## src/rtl/pixy_bus_pkg.sv

```systemverilog
// Shared encodings and widths for the 68000 bus-cycle logic (dtack_sequencer and
// its timeout counter).
package pixy_bus_pkg;

    localparam int WAIT_W = 4;
    localparam int TMO_W  = 10;

    typedef enum logic [2:0] {
        ST_IDLE   = 3'd0,
        ST_DECODE = 3'd1,
        ST_WAIT   = 3'd2,
        ST_TMO    = 3'd3,
        ST_ACK    = 3'd4,
        ST_ERR    = 3'd5
    } bus_state_t;

    typedef enum logic [1:0] {
        RGN_NONE = 2'd0,
        RGN_ROM  = 2'd1,
        RGN_RAM  = 2'd2,
        RGN_IO   = 2'd3
    } region_t;

    // ROM wins over RAM, RAM wins over I/O when the decoder reports overlaps.
    function automatic region_t decode_region(input logic rom, input logic ram, input logic io);
        region_t rgn;
        if (rom) begin
            rgn = RGN_ROM;
        end else if (ram) begin
            rgn = RGN_RAM;
        end else if (io) begin
            rgn = RGN_IO;
        end else begin
            rgn = RGN_NONE;
        end
        return rgn;
    endfunction

endpackage

```

## src/rtl/dtack_sequencer_timeout.sv

```systemverilog
// bus_timeout_counter: counts clocks of an unmapped bus cycle and flags the
// terminal count that triggers BERR. Only instantiated under BUS_TIMEOUT_EN.
module bus_timeout_counter
    import pixy_bus_pkg::*;
#(
    parameter int TIMEOUT_CYCLES = 1023
) (
    input  logic i_clk,
    input  logic i_rst_n,
    input  logic i_clear,
    input  logic i_enable,
    output logic o_tc
);

    localparam logic [TMO_W-1:0] TC_VAL = TMO_W'(TIMEOUT_CYCLES - 1);

    logic [TMO_W-1:0] r_count;

    // Counter saturates at the terminal value until the next clear.
    always_ff @(posedge i_clk or negedge i_rst_n) begin
        if (!i_rst_n) begin
            r_count <= '0;
        end else if (i_clear) begin
            r_count <= '0;
        end else if (i_enable && (r_count != TC_VAL)) begin
            r_count <= r_count + TMO_W'(1);
        end else begin
            r_count <= r_count;
        end
    end

    assign o_tc = (r_count == TC_VAL);

endmodule

```

## src/rtl/dtack_sequencer.sv

```systemverilog
// dtack_sequencer: 68000 bus-cycle controller with per-region wait states and a
// stepper-gated DTACK. Optional BERR timeout for unmapped cycles: BUS_TIMEOUT_EN.
module dtack_sequencer
    import pixy_bus_pkg::*;
#(
    parameter int WAIT_ROM       = 1,
    parameter int WAIT_RAM       = 0,
    parameter int WAIT_IO        = 3,
    parameter int TIMEOUT_CYCLES = 1023
) (
    input  logic CPUCLK_IN,
    input  logic RUN_IN,
    input  logic AS_N_IN,
    input  logic UDS_N_IN,
    input  logic LDS_N_IN,
    input  logic SEL_ROM_IN,
    input  logic SEL_RAM_IN,
    input  logic SEL_IO_IN,
    input  logic EXEC_IN,
    output logic DTACK_N,
    output logic BERR_N,
    output logic CYCLE_ACTIVE,
    output logic CYCLE_DONE
);

    if ((TIMEOUT_CYCLES < 1) || (TIMEOUT_CYCLES > 1023)) begin : g_bad_timeout
        $error("dtack_sequencer: TIMEOUT_CYCLES must be 1..1023");
    end

    bus_state_t          r_state;
    bus_state_t          w_next_state;
    logic [WAIT_W-1:0]   r_wait_cnt;
    logic [WAIT_W-1:0]   w_wait_cnt_nxt;
    logic                w_request;
    region_t             w_region;
    logic                w_done;
    logic                r_dtack_n;
    logic                r_cycle_active;
    logic                r_cycle_done;

    // Unmapped regions fall back to the I/O wait count when there is no timeout path.
    function automatic logic [WAIT_W-1:0] wait_for_region(input region_t rgn);
        logic [WAIT_W-1:0] cnt;
        case (rgn)
            RGN_ROM: cnt = WAIT_W'(WAIT_ROM);
            RGN_RAM: cnt = WAIT_W'(WAIT_RAM);
            RGN_IO:  cnt = WAIT_W'(WAIT_IO);
            default: cnt = WAIT_W'(WAIT_IO);
        endcase
        return cnt;
    endfunction

    assign w_request = !AS_N_IN && (!UDS_N_IN || !LDS_N_IN);
    assign w_region  = decode_region(SEL_ROM_IN, SEL_RAM_IN, SEL_IO_IN);

`ifdef BUS_TIMEOUT_EN
    logic w_tmo_clear;
    logic w_tmo_enable;
    logic w_tmo_tc;
    logic r_berr_n;

    bus_timeout_counter #(
        .TIMEOUT_CYCLES(TIMEOUT_CYCLES)
    ) u_timeout (
        .i_clk    (CPUCLK_IN),
        .i_rst_n  (RUN_IN),
        .i_clear  (w_tmo_clear),
        .i_enable (w_tmo_enable),
        .o_tc     (w_tmo_tc)
    );
`endif

    // Next-state, wait-counter and handshake decisions.
    always_comb begin
        w_next_state   = r_state;
        w_wait_cnt_nxt = r_wait_cnt;
        w_done         = 1'b0;
`ifdef BUS_TIMEOUT_EN
        w_tmo_clear    = 1'b0;
        w_tmo_enable   = 1'b0;
`endif
        case (r_state)
            ST_IDLE: begin
                if (w_request) begin
                    w_next_state = ST_DECODE;
                end else begin
                    w_next_state = ST_IDLE;
                end
            end
            ST_DECODE: begin
                if (AS_N_IN) begin
                    w_next_state = ST_IDLE;
`ifdef BUS_TIMEOUT_EN
                end else if (w_region == RGN_NONE) begin
                    w_tmo_clear  = 1'b1;
                    w_next_state = ST_TMO;
`endif
                end else begin
                    w_wait_cnt_nxt = wait_for_region(w_region);
                    w_next_state   = ST_WAIT;
                end
            end
            ST_WAIT: begin
                // A zero count with EXEC_IN low is the single-step pause; it never times out.
                if (AS_N_IN) begin
                    w_next_state = ST_IDLE;
                end else if (r_wait_cnt != {WAIT_W{1'b0}}) begin
                    w_wait_cnt_nxt = r_wait_cnt - WAIT_W'(1);
                end else if (EXEC_IN) begin
                    w_next_state = ST_ACK;
                    w_done       = 1'b1;
                end else begin
                    w_next_state = ST_WAIT;
                end
            end
`ifdef BUS_TIMEOUT_EN
            ST_TMO: begin
                if (AS_N_IN) begin
                    w_next_state = ST_IDLE;
                end else if (w_tmo_tc) begin
                    w_next_state = ST_ERR;
                    w_done       = 1'b1;
                end else begin
                    w_tmo_enable = 1'b1;
                end
            end
            ST_ERR: begin
                if (AS_N_IN) begin
                    w_next_state = ST_IDLE;
                end else begin
                    w_next_state = ST_ERR;
                end
            end
`endif
            ST_ACK: begin
                if (AS_N_IN) begin
                    w_next_state = ST_IDLE;
                end else begin
                    w_next_state = ST_ACK;
                end
            end
            default: begin
                w_next_state = ST_IDLE;
            end
        endcase
    end

    // State, counter and registered outputs; outputs decode the upcoming state.
    always_ff @(posedge CPUCLK_IN or negedge RUN_IN) begin
        if (!RUN_IN) begin
            r_state        <= ST_IDLE;
            r_wait_cnt     <= '0;
            r_dtack_n      <= 1'b1;
            r_cycle_active <= 1'b0;
            r_cycle_done   <= 1'b0;
        end else begin
            r_state        <= w_next_state;
            r_wait_cnt     <= w_wait_cnt_nxt;
            r_dtack_n      <= (w_next_state != ST_ACK);
            r_cycle_active <= (w_next_state == ST_WAIT);
            r_cycle_done   <= w_done;
        end
    end

`ifdef BUS_TIMEOUT_EN
    // BERR strobe register.
    always_ff @(posedge CPUCLK_IN or negedge RUN_IN) begin
        if (!RUN_IN) begin
            r_berr_n <= 1'b1;
        end else begin
            r_berr_n <= (w_next_state != ST_ERR);
        end
    end

    assign BERR_N = r_berr_n;
`else
    assign BERR_N = 1'b1;
`endif

    assign DTACK_N      = r_dtack_n;
    assign CYCLE_ACTIVE = r_cycle_active;
    assign CYCLE_DONE   = r_cycle_done;

endmodule

```

## config.mk

```make
export PLATFORM = sky130hd
export DESIGN_NAME = dtack_sequencer
export DESIGN_NICKNAME = d
export VERILOG_FILES = /design/src/rtl/pixy_bus_pkg.sv /design/src/rtl/dtack_sequencer_timeout.sv /design/src/rtl/dtack_sequencer.sv
export SDC_FILE = /design/constraint.sdc
export NUM_CORES = 1
export LEC_CHECK = 0
export ABC_AREA = 1
export BUFFER_PORTS_ARGS = -buffer_cell sky130_fd_sc_hd__buf_2
export CORE_AREA = 2 2 39 41
export CTS_CLUSTER_DIAMETER = 30
export DETAILED_ROUTE_END_ITERATION = 7
export DIE_AREA = 0 0 41 43
export PLACE_DENSITY = 0.8
export SLEW_MARGIN = 20
export SYNTH_ARGS = -nofsm -noshare
export SYNTH_HDL_FRONTEND = slang
export SYNTH_SLANG_ARGS = --single-unit
```

## constraint.sdc

```tcl
create_clock -name CPUCLK_IN -period 1.2 [get_ports CPUCLK_IN]
set_input_delay 0.12 -clock CPUCLK_IN [delete_from_list [all_inputs] [get_ports CPUCLK_IN]]
set_output_delay 0.12 -clock CPUCLK_IN [all_outputs]
set_load 0.02 [all_outputs]
```

==> impl_metrics.tcl <==
set metrics [dict create \
    dpl.cell_count 102 \
    postSynthCellCount 74 \
    grtUsageTotal 0.174 \
    synth_flop_cell "dfrtp_1" \
    tritoncts "built" \
    post-dp-hpwl_um 894 \
    rows 14 \
    crit_type "flip-flop to flip-flop" \
    synth_top_family_by_area "simple AND/OR/NAND/NOR gates" \
    final-instance-count-excl-fill 107 \
    crit-reg2reg-launch "r_wait_cnt[3]" \
    area.growth.synth_to_final_pct 29.3 \
    syn-num-nets 86 \
    min_period_ns 1.19 \
    cp_max_fo 4 \
    hold_violations 0 \
    grt_max_degree 11 \
    drt_iter0_drc 6 \
    fin_skew_ns 0.00460 \
    critPathLaunchType "flip-flop" \
    yosys_warnings 0 \
    rsz0062_at_grt "true" \
    fp.dieH_um 43 \
    fmax_ghz 0.842 \
    clk_path_buf_depth 2 \
    synthAdderAreaFrac 0.0647 \
    setup_violations 0 \
    async_flop_share 1.00 \
    die_w_um 41 \
    fin_ws_ns 0.0121 \
    synth_top_area_share 0.388 \
    min_to "r_state[0]" \
    worstSkewPairLatency_ns 0.27 \
    numCtsBuffers 3 \
    yosysMostFrequentCell "nand2_1" \
    antenna_found_initial 0 \
    cap_viol_max_count 0 \
    synth_edf_count 0 \
    synth_common_cells "nand2_1 (19), dfrtp_1 (9), nand3_1 (9), nor2_1 (8), inv_1 (7)" \
    wl_met2_um 665 \
    hp-start "LDS_N_IN" \
    yosys.area.top_type "dfrtp_1" \
    initial_core_util 0.420 \
    grt_pass1_vias 537 \
    muxShareOfSynthArea 0 \
    place_area_um2 663 \
    port_buffers 11 \
    hold_depth 2 \
    num_antenna_cells 0 \
    hold_path_class "input pin to flip-flop" \
    worstPathArrival_ns 1.35 \
    critical_path.endpoint_type "flip-flop" \
    synth_seq_area_share 0.433 \
    post-route-util 0.542 \
    reg2reg_to "r_wait_cnt[1]" \
    routabilityCongestion 0.912 \
    synth-compound-area-share 0.0711 \
    grt_pass1_wl_mm 2.08 \
    mappedNetlistArea_um2 581 \
    cts.sinks 10 \
    syn-mean-instance-area_um2 7.85 \
    preCtsSetupSlack_ns -0.00837 \
    slew_violations 0 \
    ys_types 20 \
    r2r_cells 6 \
    finalInstanceArea_um2 751 \
    reg2reg_slack_ns 0.01 \
    top_layer_used "met4" \
    avgRoutedWirePerCell_um 11.8 \
    leakage_nw 0.390 \
    n_fill_cell 130 \
    synthSimpleGateAreaFrac 0.345 \
    drive_gt1_frac 0.363 \
    coreArea_mm2 0.00138 \
    crit_required_ns 1.37 \
    drtAntennaViolNets 0 \
    power.density_mw_per_mm2 1960 \
    path_clk_slew_ns 0.07 \
    dr.pass1.iters 4 \
    num_vias 530 \
    outcome "complete, no violations" \
    min_period_over_period 0.990 \
    ir_worst_vdd_v 0.000923 \
    ys_seq_elements 10 \
    num-nets-final 104 \
    cts_root_buf "clkbuf_4" \
    met1Wirelength_um 486 \
    synth_area_leaders "dfrtp_1 (39%), nand2_1 (12%), nand3_1 (7.8%)" \
    io_pins 13 \
    timing.hold.ws_ns 0.0234 \
    synth-xor-area-share 0.0151 \
    drc 0 \
    htree_levels 1 \
    met3WireLength_um 72 \
    totalWireLength_mm 1.26 \
    die_area_mm2 0.00176 \
    drt-vias-per-instance 4.95 \
    grt_overflow 0 \
]
## layout by cell type, fill, tap and decap left out, types with 2 or more instances in the layout
master,count
a21oi_1,2
buf_2,11
buf_4,2
clkbuf_4,3
dfrtp_1,9
ha_1,2
inv_1,6
inv_2,2
nand2_1,18
nand2_2,2
nand2_4,3
nand3_1,7
nand3_2,2
nor2_1,7
nor2_2,2
o21ai_0,2
## routing by layer
| layer | up-vias | GRT usage |
|---|---|---|
| li1 | 268 | - |
| met1 | 241 | 0.198 |
| met2 | 17 | 0.284 |
| met3 | 4 | 0.0314 |
| met4 | 0 | 0.100 |
| met5 | - | 0 |
## state kept, by name, indices dropped and copies added, names as in the netlist
signal,cells
r_state,3
CYCLE_DONE,1
CYCLE_ACTIVE,1
DTACK_N,1
r_wait_cnt,4
## through the flow
stage                     setup TNS (ns)  power (mW)
final                                  0        1.47
after global routing              -0.341        1.60
after CTS                              0        1.38
after detailed placement         -0.0105        1.02
after global placement                 0        1.00
after floorplan                        0       0.861
## cell families after synthesis
kind of cell / count (synthesis)
xor+xnor: 1
simple gates: 43
compound gates: 7
other cells: 1
buf+inv: 9
flops: 10
fa+ha+maj: 3
## how the worst max path moves through the flow
stage	end	cells after the start	from	slack, ns
CTS	r_wait_cnt[1]	5	r_state[2]	0.006
detailed placement	r_wait_cnt[3]	8	r_wait_cnt[0]	-0.008
global placement	r_wait_cnt[0]	8	r_wait_cnt[0]	0.03
global route	r_wait_cnt[3]	7	r_wait_cnt[3]	-0.07
finish	r_wait_cnt[1]	6	r_wait_cnt[3]	0.01
floorplan	r_wait_cnt[3]	8	r_wait_cnt[0]	0.07
## area by class of cell
type	count	area [um^2]	share of cell area
Multi-Input combinational cell	55	333	0.443
Sequential cell	10	251	0.335
Timing Repair Buffer	14	80.1	0.107
Clock buffer	4	36.3	0.0483
Inverter	8	30.0	0.0400
Tap cell	16	20.0	0.0267
## where the power goes
part | switching (mW) | internal, mW | total, mW
Sequential | 0.0645 | 0.415 | 0.480
Combinational | 0.406 | 0.270 | 0.676
Clock | 0.130 | 0.185 | 0.314
Total | 0.600 | 0.870 | 1.47
## timing repair
item                       4_1_cts  5_1_grt
resized for setup                3        8
hold endpoints to repair        10        0
hold buffers                     1        0
pin swaps                        0        1
setup endpoints to repair        4        6
buffers inserted                 0        0
## critical path, cell delays in order, from the launching register on
cell and delay (ns):
dfrtp_1 0.42, nor2_1 0.22, nand2_2 0.13, nand2_4 0.10
nand2_4 0.07, nand3_1 0.09, nand2_1 0.06
(Power assumes the default switching activity.)
